File: src/rtl/bg_line_fetcher_if.sv
// Bundles the VRAM read port and the pixel stream of the background line fetcher.
`timescale 1ns/1ps
interface bg_line_fetcher_if #(
    parameter int ADDR_W = 13
);
    logic              vram_rd;
    logic [ADDR_W-1:0] vram_addr;
    logic [7:0]        vram_rdata;
    logic              pix_valid;
    logic              pix_ready;
    logic [1:0]        pix_shade;
    logic [7:0]        pix_x;

    modport master (
        output vram_rd, vram_addr,
        input  vram_rdata,
        output pix_valid, pix_shade, pix_x,
        input  pix_ready
    );

    modport slave (
        input  vram_rd, vram_addr,
        output vram_rdata,
        input  pix_valid, pix_shade, pix_x,
        output pix_ready
    );
endinterface

File: src/rtl/bg_line_fetcher.sv
// Fetches one scrolled background scanline from VRAM (map, then tile row bytes)
// and streams palette-mapped 2-bit shades over a valid/ready handshake.
`timescale 1ns/1ps
module bg_line_fetcher #(
    parameter int LINE_WIDTH = 160,
    parameter int ADDR_W     = 13
) (
    input  logic               clk,
    input  logic               reset_n,
    input  logic               start,
    input  logic [7:0]         ly,
    input  logic [7:0]         scx,
    input  logic [7:0]         scy,
    input  logic               map_sel,
    input  logic               tile_sel,
    input  logic [7:0]         bgp,
    bg_line_fetcher_if.master  bus,
    output logic               busy,
    output logic               line_done
);

    typedef enum logic [2:0] {
        S_IDLE,
        S_MAP,
        S_LO,
        S_HI,
        S_PUSH,
        S_DONE
    } state_t;

    state_t      state_q, state_d;
    logic [7:0]  y_q, y_d;
    logic [7:0]  scx_q, scx_d;
    logic        msel_q, msel_d;
    logic        tsel_q, tsel_d;
    logic [7:0]  bgp_q, bgp_d;
    logic [7:0]  idx_q, idx_d;
    logic [7:0]  lo_q, lo_d;
    logic [7:0]  hi_q, hi_d;
    logic        hcap_q, hcap_d;
    logic [4:0]  n_q, n_d;
    logic [2:0]  p_q, p_d;
    logic        first_q, first_d;
    logic [7:0]  x_q, x_d;

    logic [4:0]  col;
    logic [15:0] map_full;
    logic [15:0] lo_full;
    logic [15:0] hi_full;
    logic [7:0]  hi_cur;
    logic [1:0]  color;
    logic [1:0]  shade;
    logic        discard;
    logic        last_pix;

    // Tile row address: unsigned tiles from 0x0000, or signed index around 0x1000.
    function automatic logic [15:0] tile_addr(input logic [7:0] idx,
                                              input logic       tsel,
                                              input logic [2:0] trow,
                                              input logic       upper);
        logic signed [15:0] sidx;
        logic        [15:0] base;
        sidx = {{8{idx[7]}}, idx};
        if (tsel)
            base = {4'b0, idx, 4'b0};
        else
            base = 16'sh1000 + (sidx <<< 4);
        return base + {12'b0, trow, 1'b0} + {15'b0, upper};
    endfunction

    function automatic logic [1:0] palette_map(input logic [7:0] pal,
                                               input logic [1:0] c);
        return pal[{c, 1'b1} -: 2];
    endfunction

    assign col      = scx_q[7:3] + n_q;
    assign map_full = (msel_q ? 16'h1C00 : 16'h1800) + {6'b0, y_q[7:3], 5'b0} + {11'b0, col};
    assign lo_full  = tile_addr(bus.vram_rdata, tsel_q, y_q[2:0], 1'b0);
    assign hi_full  = tile_addr(idx_q, tsel_q, y_q[2:0], 1'b1);

    // The high byte lands on the bus during the first PUSH cycle; use it directly then.
    assign hi_cur   = hcap_q ? bus.vram_rdata : hi_q;
    assign color    = {hi_cur[~p_q], lo_q[~p_q]};
    assign shade    = palette_map(bgp_q, color);
    assign discard  = first_q && (p_q < scx_q[2:0]);
    assign last_pix = (x_q == 8'(LINE_WIDTH - 1));

    always_comb begin
        state_d       = state_q;
        y_d           = y_q;
        scx_d         = scx_q;
        msel_d        = msel_q;
        tsel_d        = tsel_q;
        bgp_d         = bgp_q;
        idx_d         = idx_q;
        lo_d          = lo_q;
        hi_d          = hi_q;
        hcap_d        = hcap_q;
        n_d           = n_q;
        p_d           = p_q;
        first_d       = first_q;
        x_d           = x_q;
        bus.vram_rd   = 1'b0;
        bus.vram_addr = '0;
        bus.pix_valid = 1'b0;

        case (state_q)
            S_IDLE: begin
                if (start) begin
                    y_d     = ly + scy;
                    scx_d   = scx;
                    msel_d  = map_sel;
                    tsel_d  = tile_sel;
                    bgp_d   = bgp;
                    n_d     = '0;
                    p_d     = '0;
                    first_d = 1'b1;
                    hcap_d  = 1'b0;
                    x_d     = '0;
                    state_d = S_MAP;
                end
            end
            S_MAP: begin
                bus.vram_rd   = 1'b1;
                bus.vram_addr = map_full[ADDR_W-1:0];
                state_d       = S_LO;
            end
            S_LO: begin
                idx_d         = bus.vram_rdata;
                bus.vram_rd   = 1'b1;
                bus.vram_addr = lo_full[ADDR_W-1:0];
                state_d       = S_HI;
            end
            S_HI: begin
                lo_d          = bus.vram_rdata;
                bus.vram_rd   = 1'b1;
                bus.vram_addr = hi_full[ADDR_W-1:0];
                hcap_d        = 1'b1;
                state_d       = S_PUSH;
            end
            S_PUSH: begin
                hi_d          = hi_cur;
                hcap_d        = 1'b0;
                bus.pix_valid = !discard;
                if (discard || bus.pix_ready) begin
                    if (!discard && last_pix) begin
                        state_d = S_DONE;
                    end else begin
                        if (!discard)
                            x_d = x_q + 8'd1;
                        if (p_q == 3'd7) begin
                            p_d     = '0;
                            n_d     = n_q + 5'd1;
                            first_d = 1'b0;
                            state_d = S_MAP;
                        end else begin
                            p_d = p_q + 3'd1;
                        end
                    end
                end
            end
            S_DONE: begin
                state_d = S_IDLE;
            end
            default: begin
                state_d = S_IDLE;
            end
        endcase
    end

    assign bus.pix_shade = bus.pix_valid ? shade : 2'b00;
    assign bus.pix_x     = x_q;
    assign busy          = (state_q != S_IDLE);
    assign line_done     = (state_q == S_DONE);

    always_ff @(posedge clk or negedge reset_n) begin
        if (!reset_n) begin
            state_q <= S_IDLE;
            hcap_q  <= 1'b0;
            n_q     <= '0;
            p_q     <= '0;
            first_q <= 1'b0;
            x_q     <= '0;
        end else begin
            state_q <= state_d;
            hcap_q  <= hcap_d;
            n_q     <= n_d;
            p_q     <= p_d;
            first_q <= first_d;
            x_q     <= x_d;
        end
    end

    // Latched line parameters and fetched bytes are only read once qualified by state.
    always_ff @(posedge clk) begin
        y_q    <= y_d;
        scx_q  <= scx_d;
        msel_q <= msel_d;
        tsel_q <= tsel_d;
        bgp_q  <= bgp_d;
        idx_q  <= idx_d;
        lo_q   <= lo_d;
        hi_q   <= hi_d;
    end

endmodule

File: src/flat_wrapper.sv
// flat-port wrapper written by rule: the top's interface ports become plain ports
module bg_line_fetcher_flat 
#(
    parameter int LINE_WIDTH = 160,
    parameter int ADDR_W     = 13
)
  (clk, reset_n, start, ly, scx, scy, map_sel, tile_sel, bgp, busy, line_done, bus_vram_rd, bus_vram_addr, bus_vram_rdata, bus_pix_valid, bus_pix_shade, bus_pix_x, bus_pix_ready);
  bg_line_fetcher_if #(.ADDR_W(ADDR_W)) bus_i ();
  input  logic clk;
  input  logic reset_n;
  input  logic start;
  input  logic [7:0] ly;
  input  logic [7:0] scx;
  input  logic [7:0] scy;
  input  logic map_sel;
  input  logic tile_sel;
  input  logic [7:0] bgp;
  output logic busy;
  output logic line_done;
  output wire logic [$bits(bus_i.vram_rd)-1:0] bus_vram_rd;
  output wire logic [$bits(bus_i.vram_addr)-1:0] bus_vram_addr;
  input wire logic [$bits(bus_i.vram_rdata)-1:0] bus_vram_rdata;
  output wire logic [$bits(bus_i.pix_valid)-1:0] bus_pix_valid;
  output wire logic [$bits(bus_i.pix_shade)-1:0] bus_pix_shade;
  output wire logic [$bits(bus_i.pix_x)-1:0] bus_pix_x;
  input wire logic [$bits(bus_i.pix_ready)-1:0] bus_pix_ready;
  assign bus_vram_rd = bus_i.vram_rd;
  assign bus_vram_addr = bus_i.vram_addr;
  assign bus_i.vram_rdata = bus_vram_rdata;
  assign bus_pix_valid = bus_i.pix_valid;
  assign bus_pix_shade = bus_i.pix_shade;
  assign bus_pix_x = bus_i.pix_x;
  assign bus_i.pix_ready = bus_pix_ready;
  bg_line_fetcher #(.LINE_WIDTH(LINE_WIDTH), .ADDR_W(ADDR_W)) u_core (.clk(clk), .reset_n(reset_n), .start(start), .ly(ly), .scx(scx), .scy(scy), .map_sel(map_sel), .tile_sel(tile_sel), .bgp(bgp), .bus(bus_i), .busy(busy), .line_done(line_done));
endmodule
File: config.mk
export PLATFORM = sky130hd
export DESIGN_NAME = bg_line_fetcher_flat
export DESIGN_NICKNAME = d
export VERILOG_FILES = /design/src/rtl/bg_line_fetcher_if.sv /design/src/rtl/bg_line_fetcher.sv /design/src/flat_wrapper.sv
export SDC_FILE = /design/constraint.sdc
export NUM_CORES = 1
export LEC_CHECK = 0
export BUFFER_PORTS_ARGS = -buffer_cell sky130_fd_sc_hd__buf_2
export CORE_ASPECT_RATIO = 0.7
export CORE_MARGIN = 2
export CORE_UTILIZATION = 50
export DETAILED_ROUTE_END_ITERATION = 7
export MAX_ROUTING_LAYER = met4
export PLACE_DENSITY_LB_ADDON = 0.08
export SETUP_SLACK_MARGIN = 0.5
export SYNTH_ARGS = -nofsm -noshare
export SYNTH_HDL_FRONTEND = slang
export SYNTH_SLANG_ARGS = --single-unit
File: constraint.sdc
create_clock -name clk -period 2.3 [get_ports clk]
set_input_delay 0.23 -clock clk [delete_from_list [all_inputs] [get_ports clk]]
set_output_delay 0.23 -clock clk [all_outputs]
set_load 0.02 [all_outputs]
* Word level (Yosys, flattened, before mapping) *
Index checks and enable logic that the tools add are counted.

cells by class
  add/subtract/negate cells = 12
  magnitude comparators = 2
  eq/ne operators = 13
  shifts and indexed selects = 1
  multiplexer cells = 39
  bitwise gates (word level) = 1
  reductions and logical operators = 15

operators by type and width
  kind                                                                   count
  8-bit 2-to-1 mux                                                       5
  13-bit one-hot mux with 3 select lines                                 1
  13-bit by 12-bit adder with 13-bit output, first input constant        2
  13-bit by 4-bit adder with 13-bit output                               2
  13-bit 2-to-1 mux                                                      2
  3-bit 2-to-1 mux                                                       8
  5-bit 2-to-1 mux                                                       4
  8-bit one-hot mux with 2 select lines                                  1
  3-bit one-hot mux with 5 select lines                                  1
  13-bit by 1-bit adder with 13-bit output, second input constant        1
  13-bit by 10-bit adder with 13-bit output                              1
  13-bit by 5-bit adder with 13-bit output                               1
  11-bit 2-to-1 mux                                                      1
  5-bit one-hot mux with 2 select lines                                  1
  5-bit AND reduction                                                    2
  3-bit equality test, second input constant                             3
  1-bit 2-to-1 mux                                                       9
  9-bit by 4-bit variable part select with 2-bit output                  1
  8-bit by 1-bit adder with 8-bit output, second input constant          1
  8-bit adder                                                            1
  8-bit equality test, second input constant                             1
  1-bit binary-select mux with 3-bit select                              2
  3-bit by 2-bit equality test with 1-bit output, second input constant  2
  2-bit inequality test, second input constant                           3
  23 further kinds                                                       27

word-level totals
  flip-flop bits (word level) = 71
  bits of input ports = 46

* Logic depth before layout (Yosys ltp) *
Gate-level depths: netlist of the first run.

  word-level depth = 7
  mapped depth = 8
  mapped depth without buffers = 8

* Worst setup path before layout of the first run *
No wires, ideal clock.

  path kind = register to register
  start = register u_core.state_q[1]
  end = register u_core.bgp_q[0] (enable)
  setup time = 0.410 ns
  data arrival time = 2.232 ns
  data required time = 1.890 ns
  setup slack = -0.343 ns
  stages on the path, launching flop included = 4
  path buffers = 1
  cell sequence = dfrtp_1 -> buf_1 -> or3_1 -> nor2_1

between the ends
  word-level cells in the longest chain between the ends = 2

RTL lines
  item                                  line                    text
  from (decl)                           bg_line_fetcher.sv:31   state_t state_q, state_d;
  from (signal assigned)                bg_line_fetcher.sv:185  state_q <= state_d;
  3-bit logical NOT                     bg_line_fetcher.sv:107  case (state_q)
  2-bit AND reduction (no source line)  n/a
  to (signal assigned)                  bg_line_fetcher.sv:200  bgp_q <= bgp_d;
  to (decl)                             bg_line_fetcher.sv:36   logic [7:0] bgp_q, bgp_d;

Every way passes these cells.
A chain may end at the register's enable or synchronous reset.

* Final worst setup path of the first run *
  start = register u_core.p_q[1]
  end = output port bus_pix_shade[0]

between the ends
  word-level cells in the longest chain between the ends = 5
  elaborated cells between the ends (all ways) = 11
  those cells by class = order compare: 1; shift: 1; mux: 6; bitwise: 1; reduce/logical: 2

RTL lines
  item                                                                                       line                                           text
  from (decl)                                                                                bg_line_fetcher.sv:42                          logic [2:0] p_q, p_d;
  from (signal assigned)                                                                     bg_line_fetcher.sv:188                         p_q <= p_d;
  3-bit NOT or 3-bit less-than comparator (tied branches)                                    bg_line_fetcher.sv:83, bg_line_fetcher.sv:85
  1-bit binary-select mux with 3-bit select or 1-bit logical AND (tied branches)             bg_line_fetcher.sv:83, bg_line_fetcher.sv:85
  1-bit 2-to-1 mux (not written as such) or 1-bit logical NOT (tied branches)                bg_line_fetcher.sv:83, bg_line_fetcher.sv:144
  9-bit by 4-bit variable part select with 2-bit output or 1-bit 2-to-1 mux (tied branches)  bg_line_fetcher.sv:73, bg_line_fetcher.sv:107
  2-bit 2-to-1 mux *                                                                         bg_line_fetcher.sv:171                         assign bus.pix_shade = bus.pix_valid ? shade : 2'b00;
  to (decl)                                                                                  flat_wrapper.sv:24                             output wire logic [$bits(bus_i.pix_shade)-1:0] bus_pix_shade;

Every way passes the cells marked *; elsewhere a longest branch is shown, timed or not. The select of a mux whose other input is x is not followed.

==> impl_metrics.toml, run 1 <==
[route]
vias = 2897
avgRoutedWirePerCell_um = 16.9
drtPass1Iterations = 4
ant_nets = 0
drt-vias-per-instance = 5.56
wirelength_um = 8810
drc = 0
drt-initial-drc-count = 157

[logic_synthesis]
ys_ff_latch = 71
ys_types = 47
synth_ff_type = "edfxtp_1"
syn_avg_cell_area_um2 = 12.2
yosysTopAreaCell = "edfxtp_1"
netlist.area_leader.share = 0.406
async_flop_share = 0.296
syn_nets = 369
yosysMostFrequentCell = "edfxtp_1"
synth_area_leaders = "edfxtp_1 (41%), dfrtp_1 (14%), ha_1 (5.7%)"
syn_inst = 304
synth_enable_flop_cells = 50
yosys_warnings = 0
yosysSeqAreaShare = 0.548
netlist_area_um2 = 3700
synth_commonest_cells = "edfxtp_1 (50), nor2_1 (30), dfrtp_1 (21)"

[global_routing]
grt_pass1_wl_um = 14300
grt.total_usage = 0.233
antenna_found_initial = 0
grt_pass1_vias = 2876
grt_max_degree = 28
grt_overflow = 0

[setup_path]
critPathKind = "reg2out"
critPathMaxStageDelay_ns = 0.56
cp_num_cells = 6
cp_cell_sequence = "mux4_2 > mux4_2 > nor2b_1 > a211oi_1 > a211oi_2 > buf_4"
cp_num_buf_inv = 1
r2r_cells = 10
crit_start = "u_core.p_q[1]"
path_common_cell = "mux4_2"
crit_end = "bus_pix_shade[0]"
rr_startpoint = "u_core.p_q[1]"
critPathTopFamily = "multiplexers"
reg2reg_slack_ns = 0.12
path_max_fanout = 6
r2r_end = "u_core.first_q"
critPathArrivalTime_ns = 2.42
worstPathRequired_ns = 2.07
startpoint_type = "flip-flop"
endpoint_kind = "output pin"
slowest_stage = "mux4_2"

[cells_and_area]
final_nets = 483
layout-drive-gt1-share = 0.468
area_growth_pct = 37.8
antennaDiodeCount = 0
final_util = 0.706
multi_input_area_um2 = 1900
num-fill-cells = 537
seqCellArea_um2 = 2030

[cts]
h-tree-depth = 3
clkLatencyLatePin_ns = 0.35
clock_sinks = 71
clk_path_buf_depth = 2
cts_buffers = 9
cts_tree = "built"
cts.clk_slew.worst_paths_ns = 0.08
cts_root_buffer = "clkbuf_8"

[status]
status = "complete, but fails checks"
violations = "negative setup slack"

[hold_path]
min_path_type = "in2reg"

[pwr]
peakVddDrop_mv = 0.683
power_density_nw_per_um2 = 998
p_total_uw = 5090
p_leak_uw = 0.00212

[timing]
slew_viol_final = 0
hold_viol_final = 0
slew_headroom = 0.377
post-route-period-util = 1.15
finalSetupTns_ns = -0.705
layout_setup_ws_ns = -0.345
setup_viol_count_final = 3
period_minus_slack_ns = 2.65
rsz0062_at_grt = "yes"
fin_worst_skew_ns = 0.00992
maxClockFrequency_ghz = 0.378
worstMarginPinSlew_ns = 0.925

[die]
std_cell_rows = 26
core_area_um2 = 7220
start_util = 0.512
die_x_um = 107
die_y_um = 76.0
pin_count = 73
dieArea_um2 = 8120

[run]
maxCapViolCount = 0

[place]
gp_congestion = 0.879
dpl.hpwl_um = 5770
numPortBuffers = 72
==> cells by family after synthesis <==
family | synth area share
AOI/OAI and AO/OA | 0.132
xor gates and xnor gates | 0.0260
adders and majority gates | 0.0683
buffers and inverters | 0.0237
DFF | 0.548
muxes | 0.0987
and+or+nand+nor | 0.103
==> worst min path at each step <==
stage / startpoint / endpoint / cells past startpoint / slack [ns]
after floorplan: reset_n / u_core.bus.pix_x[0] / 0 / -0.07
after CTS: map_sel / u_core.msel_q / 1 / 0.04
after global placement: reset_n / u_core.bus.pix_x[3] / 1 / 0.23
after detailed placement: reset_n / u_core.bus.pix_x[3] / 1 / 0.23
final: map_sel / u_core.msel_q / 1 / 0.05
after global routing: scx[7] / u_core.scx_q[7] / 1 / 0.03
==> flip-flops by register name (all words and copies together), names as in the netlist, 3 cells and up <==
| signal | cells |
|---|---|
| u_core.bus.pix_x | 8 |
| u_core.state_q | 3 |
| u_core.scx_q | 8 |
| u_core.lo_q | 8 |
| u_core.y_q | 8 |
| u_core.p_q | 3 |
| u_core.idx_q | 8 |
| u_core.n_q | 5 |
| u_core.bgp_q | 8 |
| u_core.hi_q | 8 |
==> power by group <==
| part | internal [µW] | switching (µW) |
|---|---|---|
| Clock | 533 | 494 |
| Sequential | 1690 | 140 |
| Combinational | 1050 | 1180 |
==> cell usage in the layout (no fill, tap or decap), types with 8 or more instances in the layout <==
| cell | Yosys | final |
|---|---|---|
| mux2_2 | 8 | 8 |
| ha_1 | 17 | 13 |
| buf_2 | 1 | 57 |
| o21ai_1 | 1 | 9 |
| buf_6 | 1 | 14 |
| dfrtp_1 | 21 | 17 |
| clkbuf_8 | 0 | 10 |
| mux2i_1 | 11 | 10 |
| nor2_1 | 30 | 26 |
| buf_4 | 0 | 38 |
| a21oi_2 | 0 | 9 |
| edfxtp_1 | 50 | 50 |
| nand2_1 | 13 | 11 |
| a21oi_1 | 18 | 8 |
| a21o_1 | 8 | 8 |
==> worst reg2reg max path, cell delays in order (launching register included) <==
cell and delay [ns]:
dfrtp_2 0.46, buf_4 0.15, buf_6 0.13, ha_4 0.24, a21oi_4 0.15, o21ai_2 0.08
buf_4 0.15, buf_6 0.13, a211oi_4 0.28, nand2_2 0.12, a21o_1 0.18
==> metal layers <==
| metal | GRT usage | share of wire |
|---|---|---|
| met5 | - | 0 |
| met4 | 0.0701 | 0.012 |
| met3 | 0.0547 | 0.061 |
| met2 | 0.337 | 0.46 |
| met1 | 0.330 | 0.46 |
==> stage by stage <==
step	area, µm²	setup slack [ns]	hold WS (ns)	instances
2_1_floorplan	3790	-0.0137	-0.0656	304
3_3_place_gp	4350	-0.0297	0.227	482
3_5_place_dp	4350	-0.0845	0.229	482
4_1_cts	4980	-0.377	0.0354	516
5_1_grt	5100	-0.484	0.0336	521
6_report	5100	-0.345	0.0525	521
==> final cells by class <==
type	count	area share
Timing Repair Buffer	113	0.157
Multi-Input combinational cell	213	0.372
Clock buffer	10	0.0270
Tap cell	98	0.0240
Sequential cell	71	0.399
Inverter	10	0.00785
Clock inverter	6	0.0135
==> timing repair <==
item	in CTS	in global routing
buffers inserted	14	5
resized for setup	80	19
setup endpoints to repair	62	37
pin swaps	27	14
hold endpoints to repair	21	0
hold buffers	1	0
gates cloned	3	0
Note: power is estimated with default switching activity, not from simulation.
==> run 2, diff against run 1 <==
Settings changed: CORE_UTILIZATION 50 to 35, RECOVER_POWER from default to 50.
==> run 2 against run 1 <==
Against the previous run:
- first-iteration DRC count decreased by 3.2%
- register-to-register slack got worse by 0.06 ns
- flip-flop and latch count unchanged
- the run still ends with negative setup slack left
- combinational power shrank 2%
- utilization decreased by 20 points
- cell area grew 2.7%
- global-route usage fell by 6.5 points
- via count down 2.8%
- worst setup slack improved by 0.029 ns
- hold slack gained 0.019 ns
- clock skew fell by 0.0031 ns
==> impl_metrics.toml, run 2 (synthesis gave the netlist of run 1 again) <==
[setup_path]
critPathTopFamily = "multiplexers"
rr_startpoint = "u_core.p_q[1]"
path_common_cell = "mux4_2"
startpoint_type = "flip-flop"
slowest_stage = "mux4_2"
critPathMaxStageDelay_ns = 0.57
reg2reg_slack_ns = 0.06
critPathKind = "reg2out"
crit_end = "bus_pix_shade[0]"
crit_start = "u_core.p_q[1]"
r2r_cells = 10
cp_cell_sequence = "mux4_2 > mux4_2 > nor2b_1 > a211oi_1 > a211oi_2 > buf_4"
critPathArrivalTime_ns = 2.39
worstPathRequired_ns = 2.07
path_max_fanout = 6
endpoint_kind = "output pin"
r2r_end = "u_core.n_q[3]"
cp_num_cells = 6
cp_num_buf_inv = 1

[place]
placement.cell_area_um2 = 4400
dpl.hpwl_um = 6490
gp_congestion = 0.808
numPortBuffers = 72
preCtsSetupSlack_ns = -0.113

[cts]
clkLatencyLatePin_ns = 0.33
cts_buffers = 9
cts_root_buffer = "clkbuf_16"
cts_tree = "built"
clock_sinks = 71
h-tree-depth = 3
cts.clk_slew.worst_paths_ns = 0.05
clk_path_buf_depth = 2

[global_routing]
grt.total_usage = 0.168
antenna_found_initial = 0
grt_pass1_vias = 2789
grt_overflow = 0
grt_pass1_wl_um = 14600
grt_max_degree = 28

[hold_path]
min_path_type = "in2reg"
min_path_cells = 1

[route]
drc = 0
drtPass1Iterations = 4
avgRoutedWirePerCell_um = 16.5
ant_nets = 0
drt-vias-per-instance = 5.10
drt-initial-drc-count = 152
routed.top_layer = "met4"
vias = 2816
dr_wl_met3_um = 536
route.met2.wl_um = 4000
wirelength_um = 9080
m1WireLength_um = 4470

[timing]
maxClockFrequency_ghz = 0.382
fin_worst_skew_ns = 0.00686
post-route-period-util = 1.14
slew_headroom = 0.188
layout_setup_ws_ns = -0.316
hold_slack_ns = 0.0714
worstMarginPinSlew_ns = 1.22
rsz0062_at_grt = "yes"
setup_viol_count_final = 2
period_minus_slack_ns = 2.62
finalSetupTns_ns = -0.623
slew_viol_final = 0
hold_viol_final = 0

[pwr]
p_seq_frac = 0.324
p_total_uw = 5720
p_clk_frac = 0.294
peakVddDrop_mv = 0.453
p_sw_uw = 1870
power.internal_uw = 3850
comb_power_share = 0.382
power_density_nw_per_um2 = 1090
p_leak_uw = 0.00211
switching_share = 0.326

[die]
core_area_um2 = 10300
die_y_um = 90.0
start_util = 0.359
dieArea_um2 = 11400
die_x_um = 127
pin_count = 73
std_cell_rows = 31

[cells_and_area]
layout_common_cells = "edfxtp_1 (50), buf_2 (41), buf_4 (27), nor2_1 (24), clkbuf_1 (21)"
antennaDiodeCount = 0
layout-drive-gt1-share = 0.417
num-fill-cells = 940
final_common_cell = "edfxtp_1"
area_growth_pct = 41.4
final_nets = 480
final_cell_area_um2 = 5240

[status]
violations = "negative setup slack"
status = "complete, but fails checks"

[run]
maxCapViolCount = 0
run 2: worst min-delay path by stage:
stage / to / slack [ns] / start
2_1_floorplan: u_core.bus.pix_x[0] / -0.07 / reset_n
3_3_place_gp: u_core.n_q[0] / 0.24 / reset_n
3_5_place_dp: u_core.n_q[0] / 0.24 / reset_n
4_1_cts: u_core.scx_q[4] / 0.06 / scx[4]
5_1_grt: u_core.bgp_q[2] / 0.06 / bgp[2]
6_report: u_core.scx_q[4] / 0.07 / scx[4]
run 2: area by class of cell:
type                       instances  area [µm²]  area share
sequential                        71        2030       0.388
multi-input combinational        213        1900       0.363
timing repair buffer             110         728       0.139
clock buffer                      10         229      0.0437
tap                              132         165      0.0315
clock inverter                     6         133      0.0253
inverter                          10        47.5     0.00908
run 2: per-layer routing:
| layer | vias up | GRT usage |
|---|---|---|
| li1 | 1380 | - |
| met1 | 1344 | 0.237 |
| met2 | 84 | 0.236 |
| met3 | 8 | 0.0512 |
| met4 | 0 | 0.0412 |
| met5 | - | - |
run 2: power groups by stage:
stage / clock [µW] / sequential [µW] / combinational (µW)
floorplan: 0 / 1800 / 1190
global placement: 0 / 1860 / 1700
detailed placement: 0 / 1870 / 1730
CTS: 1720 / 1840 / 2030
global route: 1770 / 1880 / 2360
finish: 1680 / 1850 / 2190
run 2: stage by stage:
stage / utilization / cells
2_1_floorplan: - / 304
5_1_grt: 0.507 / 552
4_1_cts: 0.487 / 542
3_3_place_gp: 0.426 / 516
3_5_place_dp: 0.426 / 516
6_report: 0.507 / 552
run 2: what timing repair did:
item                                   4_1_cts  5_1_grt
endpoints found under the hold margin       21        0
hold buffers                                 1        0
cloned                                       1        1
pin swaps                                   19       22
setup endpoints to repair                   35       36
resized for setup                           63       49
buffers inserted                             8        9
run 2: worst reg2reg max path, delay by kind of cell, from the launching register on:
kind	cells	cell delay (ns)
AO/OA/AOI/OAI	4	0.68
adder cells (fa/ha/maj)	1	0.24
AND/OR/NAND/NOR	1	0.30
flip-flops	1	0.46
buffers and inverters	4	0.48
